[src/rtl/instr_fetch_unit_pkg.sv]
// Shared opcode constants and fetch FSM encoding, so the control unit and the
// fetch stage agree on instruction decoding and on the meaning of FsmState.
package instr_fetch_unit_pkg;

  localparam logic [5:0] OP_RTYPE = 6'h00;
  localparam logic [5:0] OP_LW    = 6'h23;
  localparam logic [5:0] OP_SW    = 6'h2B;
  localparam logic [5:0] OP_BEQ   = 6'h04;
  localparam logic [5:0] OP_ADDI  = 6'h08;
  localparam logic [5:0] OP_J     = 6'h02;

  typedef enum logic [1:0] {
    S_IDLE  = 2'd0,
    S_REQ   = 2'd1,
    S_EXEC  = 2'd2,
    S_FAULT = 2'd3
  } fetch_state_e;

endpackage

[src/rtl/instr_fetch_unit_next_pc_logic.sv]
// Sequential-PC, BEQ-target and J-target selection for the fetch stage.
// Jump outranks a taken branch; all arithmetic wraps modulo 2^32.
module instr_fetch_unit_next_pc_logic (
  input  logic [31:0] pc,
  input  logic [25:0] instr_idx,
  input  logic        branch,
  input  logic        zero,
  input  logic        jump,
  output logic [31:0] pc_plus4,
  output logic [31:0] next_pc
);

  assign pc_plus4 = pc + 32'd4;

  always_comb begin
    next_pc = pc_plus4;
    if (jump) begin
      next_pc = {pc_plus4[31:28], instr_idx, 2'b00};
    end else if (branch && zero) begin
      // The branch immediate is the low 16 bits of the instruction, in words.
      next_pc = pc_plus4 + {{14{instr_idx[15]}}, instr_idx[15:0], 2'b00};
    end
  end

endmodule

[src/rtl/instr_fetch_unit.sv]
// Multi-cycle MIPS fetch stage: PC register, instruction register, fetch FSM,
// memory-timeout watchdog and retired-instruction counter.
module instr_fetch_unit
  import instr_fetch_unit_pkg::*;
#(
  parameter logic [31:0] RESET_PC = 32'h0000_0000,
  parameter int          MAX_WAIT = 16,
  parameter int          CNT_W    = 32
) (
  input  logic             CLK,
  input  logic             RESET,
  input  logic             Stall,
  input  logic             Branch,
  input  logic             Zero,
  input  logic             Jump,
  output logic [31:0]      IMemAddr,
  output logic             IMemReq,
  input  logic [31:0]      IMemRdata,
  input  logic             IMemAck,
  output logic [31:0]      Instr,
  output logic             InstrValid,
  output logic [5:0]       Op,
  output logic [5:0]       Funct,
  output logic [31:0]      PC,
  output logic [31:0]      PCPlus4,
  output logic [CNT_W-1:0] InstrCount,
  output logic             FetchErr,
  output fetch_state_e     FsmState
);

  localparam int WAIT_W = $clog2(MAX_WAIT + 1);
  localparam logic [WAIT_W-1:0] LAST_WAIT = WAIT_W'(MAX_WAIT - 1);

  fetch_state_e      state;
  logic [31:0]       pc_q;
  logic [31:0]       instr_q;
  logic              req_q;
  logic              valid_q;
  logic              err_q;
  logic [CNT_W-1:0]  cnt_q;
  logic [WAIT_W-1:0] wait_q;
  logic [31:0]       pc_plus4;
  logic [31:0]       next_pc;

  instr_fetch_unit_next_pc_logic u_next_pc (
    .pc        (pc_q),
    .instr_idx (instr_q[25:0]),
    .branch    (Branch),
    .zero      (Zero),
    .jump      (Jump),
    .pc_plus4  (pc_plus4),
    .next_pc   (next_pc)
  );

  // Memory handshake: IMemReq is held high with a stable IMemAddr for every
  // REQ cycle; a cycle with IMemReq=1 and IMemAck=1 transfers IMemRdata and
  // ends the request. IMemAck while IMemReq=0 carries no meaning.
  always_ff @(posedge CLK or negedge RESET) begin
    if (!RESET) begin
      state   <= S_IDLE;
      pc_q    <= RESET_PC;
      instr_q <= '0;
      req_q   <= 1'b0;
      valid_q <= 1'b0;
      err_q   <= 1'b0;
      cnt_q   <= '0;
      wait_q  <= '0;
    end else begin
      case (state)
        S_IDLE: begin
          state <= S_REQ;
          req_q <= 1'b1;
        end
        S_REQ: begin
          if (IMemAck) begin
            instr_q <= IMemRdata;
            state   <= S_EXEC;
            req_q   <= 1'b0;
            valid_q <= 1'b1;
            wait_q  <= '0;
          end else if (wait_q == LAST_WAIT) begin
            // MAX_WAIT request cycles went unanswered; only reset recovers.
            state  <= S_FAULT;
            req_q  <= 1'b0;
            err_q  <= 1'b1;
            wait_q <= '0;
          end else begin
            wait_q <= wait_q + WAIT_W'(1);
          end
        end
        S_EXEC: begin
          if (!Stall) begin
            pc_q    <= next_pc;
            cnt_q   <= cnt_q + CNT_W'(1);
            state   <= S_REQ;
            req_q   <= 1'b1;
            valid_q <= 1'b0;
          end
        end
        S_FAULT: begin
          state <= S_FAULT;
        end
      endcase
    end
  end

  assign IMemAddr   = pc_q;
  assign IMemReq    = req_q;
  assign Instr      = instr_q;
  assign InstrValid = valid_q;
  assign Op         = instr_q[31:26];
  assign Funct      = instr_q[5:0];
  assign PC         = pc_q;
  assign PCPlus4    = pc_plus4;
  assign InstrCount = cnt_q;
  assign FetchErr   = err_q;
  assign FsmState   = state;

endmodule

[config.mk]
export PLATFORM = sky130hd
export DESIGN_NAME = instr_fetch_unit
export DESIGN_NICKNAME = d
export VERILOG_FILES = /design/src/rtl/instr_fetch_unit_pkg.sv /design/src/rtl/instr_fetch_unit_next_pc_logic.sv /design/src/rtl/instr_fetch_unit.sv
export SDC_FILE = /design/constraint.sdc
export NUM_CORES = 1
export LEC_CHECK = 0
export ABC_AREA = 1
export BUFFER_PORTS_ARGS = -buffer_cell sky130_fd_sc_hd__buf_2
export CAP_MARGIN = 20
export CORE_UTILIZATION = 55
export DETAILED_ROUTE_END_ITERATION = 6
export PLACE_DENSITY_LB_ADDON = 0.12
export SLEW_MARGIN = 10
export SYNTH_ARGS = -nofsm -noshare
export SYNTH_HDL_FRONTEND = slang
export SYNTH_HIERARCHICAL = 1
export SYNTH_SLANG_ARGS = --single-unit
[constraint.sdc]
create_clock -name CLK -period 4.15 [get_ports CLK]
set_clock_uncertainty 0.1 [all_clocks]
set_input_delay 0.6225 -clock CLK [delete_from_list [all_inputs] [get_ports CLK]]
set_output_delay 0.6225 -clock CLK [all_outputs]
set_load 0.01 [all_outputs]
==> impl_metrics.py <==
metrics = {
    "floorplan": {
        "row_count": 45,
        "core-area_um2": 15200,
        "num_io_pins": 216,
        "dieArea_um2": 16100,
        "die_w_um": 127,
        "die_y_um": 127,
        "initial_core_util": 0.564,
    },
    "sta": {
        "fmax_mhz": 274,
        "finalCritPeriodShare": 0.880,
        "setup-tns-final_ns": 0,
        "slew-limit-headroom": 0.433,
        "setup_violations": 0,
        "drv_slew": 0,
        "rsz0062_at_grt": "no",
        "worst_pin_slew_ns": 0.849,
        "hold_viol": 0,
        "fin_crit_ns": 3.65,
    },
    "setup_path": {
        "path_common_cell": "nand2_1",
        "worstSetupEndpointType": "flip-flop",
        "required_ns": 4.30,
        "startpoint_type": "flip-flop",
        "path_cells": "ha_1, nand2_2, nor2_4, nand3_2, nor2_4, nand2_2, nor3_2, nand3_1, and2_4, ha_1, inv_1, nor3_1, nand2_1, nor3_1, nand2_1, nand2_1, nand2_1, nand3_1, nand2_1, nand2_1, nand2_1",
        "cp.arrival_ns": 3.81,
        "worst-path-max-fanout": 7,
        "r2r_start": "IMemAddr[2]",
        "cpPeakStageDelay_ns": 0.49,
        "reg2reg_depth": 21,
        "criticalPathCategory": "reg -> reg",
        "r2r-end": "IMemAddr[30]",
        "r2r_setup_slack_ns": 0.50,
        "slowest_stage": "dfrtp_1",
    },
    "clock_network": {
        "ctsLongestPathBuffers": 2,
        "htree_levels": 3,
        "cts_root_buf": "clkbuf_16",
        "cts_tree": "built",
        "cts_setup_buffers": 0,
        "clkLatencyLatePin_ns": 0.36,
        "cts_sinks": 106,
        "cts_made_buffers": 9,
        "clkTransAtPathRegs_ns": 0.08,
    },
    "synth": {
        "synth_area_per_cell_um2": 6.54,
        "synth_top_cell_by_area": "dfrtp_1",
        "synth_nets": 1390,
        "ys_warn_count": 6,
        "synthTopCellsByArea": "dfrtp_1 (31%), nand2_1 (22%), inv_1 (7.6%), ha_1 (5.5%), nor2_1 (4.8%)",
        "synth_area_um2": 8580,
        "ys_seq_elements": 106,
        "synth_top_cell_area_share": 0.309,
        "synth_cells": 1312,
        "synth_cell_types": 40,
        "synth-seq-area-share": 0.309,
    },
    "drt": {
        "drcViolationCount": 0,
        "route.vias.total": 8973,
        "drt_iter0_drc": 780,
        "routed_wl_um": 27700,
        "wl_per_cell_um": 16.6,
        "vias_per_cell": 5.36,
        "antenna_left": 0,
        "first_pass_iters": 6,
    },
    "power": {
        "p_per_area_nw_per_um2": 694,
        "p_leak_nw": 5.72,
        "peakVddDrop_mv": 0.371,
    },
    "final_layout": {
        "postLayoutCellArea_um2": 9840,
        "synthToLayoutAreaGrowth_pct": 14.7,
        "fin_nets": 1559,
        "n_antenna_cell": 0,
        "drive_gt1_frac": 0.201,
    },
    "grt": {
        "grt_first_pass_wirelength_um": 43100,
        "grt_max_degree": 101,
        "antenna_found_initial": 0,
        "grt_overflow": 0,
        "grt_pass1_vias": 8239,
        "grt_usage": 0.348,
    },
    "placed_design": {
        "place_congestion": 0.988,
        "hpwl_um": 21700,
        "placed_cell_area_um2": 9520,
        "port-buffer-count": 215,
    },
    "run_status": {
        "status": "finished, final reports clean",
    },
    "run": {
        "drv_cap": 0,
    },
    "min_path": {
        "holdCritPathClass": "in -> reg",
        "hp-start": "IMemRdata[11]",
        "worstHoldPathCells": 3,
        "hold_end": "Instr[11]",
    },
}
## Yosys cell counts
cell and n:
nand2_1 504, inv_1 174, nor2_1 109, dfrtp_1 106
nand3_1 75, buf_4 46, a21oi_1 44, ha_1 38
xor2_1 29, o21ai_0 28, nand4_1 23, xnor2_1 17
buf_2 15, nor2_2 13, nor3_1 12, nand2_2 11
nor2_4 9, o21bai_1 8, o22ai_1 7, or2_2 7
nand3_2 5, clkbuf_1 4, inv_2 4, nor3_2 3
xnor2_2 3, a31oi_1 2, o211ai_1 2, o221ai_1 2
a21o_1 1, a31o_2 1, and2_1 1, and2_4 1
and3_1 1, buf_6 1, fa_1 1, nand2_4 1
nand3_4 1, nor2_8 1, o211a_1 1, o21ai_1 1
## per-stage QoR
step	utilization	setup slack [ns]	hold WS, ns	cells	total power (W)
after detailed placement	0.626	0.540	0.358	1657	0.00584
after global routing	0.647	0.177	0.360	1674	0.00736
after floorplan	-	1.10	0.227	1312	0.00457
after CTS	0.647	0.543	0.345	1674	0.00677
after global placement	0.626	0.539	0.354	1657	0.00581
final	0.647	0.497	0.356	1674	0.00683
## sequential cells by signal, summed over array words and instances, names as in the netlist
signal	flops
IMemAddr	32
InstrCount	32
Instr	32
wait_q	5
FsmState	2
FetchErr	1
IMemReq	1
InstrValid	1
## kinds of logic after synthesis
group | after synthesis | synth area share
AO/OA/AOI/OAI | 97 | 0.0630
XOR/XNOR | 49 | 0.0526
AND/OR/NAND/NOR | 777 | 0.388
flip-flops | 106 | 0.309
adder cells (fa/ha/maj) | 39 | 0.0577
buffers and inverters | 244 | 0.130
## worst max-delay path: cells and delay by family (launching register included)
family | cells | cell delay, ns
buffers and inverters | 1 | 0.08
AND/OR/NAND/NOR | 18 | 2.26
adder cells (fa/ha/maj) | 2 | 0.63
flip-flops | 1 | 0.49
## worst max path at each step
stage | depth (start not counted) | to | slack [ns] | startpoint
after global routing | 21 | IMemAddr[30] | 0.18 | IMemAddr[2]
after CTS | 21 | IMemAddr[30] | 0.54 | IMemAddr[2]
after floorplan | 21 | IMemAddr[30] | 1.10 | IMemAddr[2]
final | 21 | IMemAddr[30] | 0.50 | IMemAddr[2]
after detailed placement | 21 | IMemAddr[30] | 0.54 | IMemAddr[2]
after global placement | 21 | IMemAddr[30] | 0.54 | IMemAddr[2]
## area by class of cell
| cell class | count | area (um^2) |
|---|---|---|
| Clock buffer | 9 | 225 |
| Clock inverter | 7 | 86.3 |
| Fill cell | 1477 | 5360 |
| Inverter | 178 | 668 |
| Multi-Input combinational cell | 962 | 4810 |
| Sequential cell | 106 | 2650 |
| Tap cell | 188 | 235 |
| Timing Repair Buffer | 224 | 1160 |
## routing by layer
metal	routed length, um	vias up	track usage	part of all wire
li1	-	4368	-	-
met1	11900	4165	0.465	0.43
met2	12900	383	0.572	0.47
met3	2110	57	0.0612	0.076
met4	788	0	0.116	0.028
met5	0	-	0	0
## power by group
| group | switching (W) | leakage [nW] | internal (W) |
|---|---|---|---|
| sequential | 0.000551 | 1.36 | 0.00136 |
| clock | 0.000422 | 0.154 | 0.000480 |
| combinational | 0.00259 | 4.21 | 0.00143 |
## cells in the final DEF (no fill, tap or decap), drive strengths merged, types with 8 or more instances in the layout
| cell type | n |
|---|---|
| a21oi | 44 |
| buf | 223 |
| clkbuf | 9 |
| dfrtp | 106 |
| ha | 38 |
| inv | 181 |
| nand2 | 516 |
| nand3 | 81 |
| nand4 | 23 |
| nor2 | 132 |
| nor3 | 15 |
| o21ai | 29 |
| o21bai | 8 |
| xnor2 | 20 |
| xor2 | 29 |
## repair_timing
item                                    in CTS  in global routing
endpoints found under the setup margin       0                  0
hold buffers                                 1                  0
gates resized for setup                      0                  0
hold endpoints to repair                     6                  0
No activity file was read; power rests on OpenSTA's default activity.
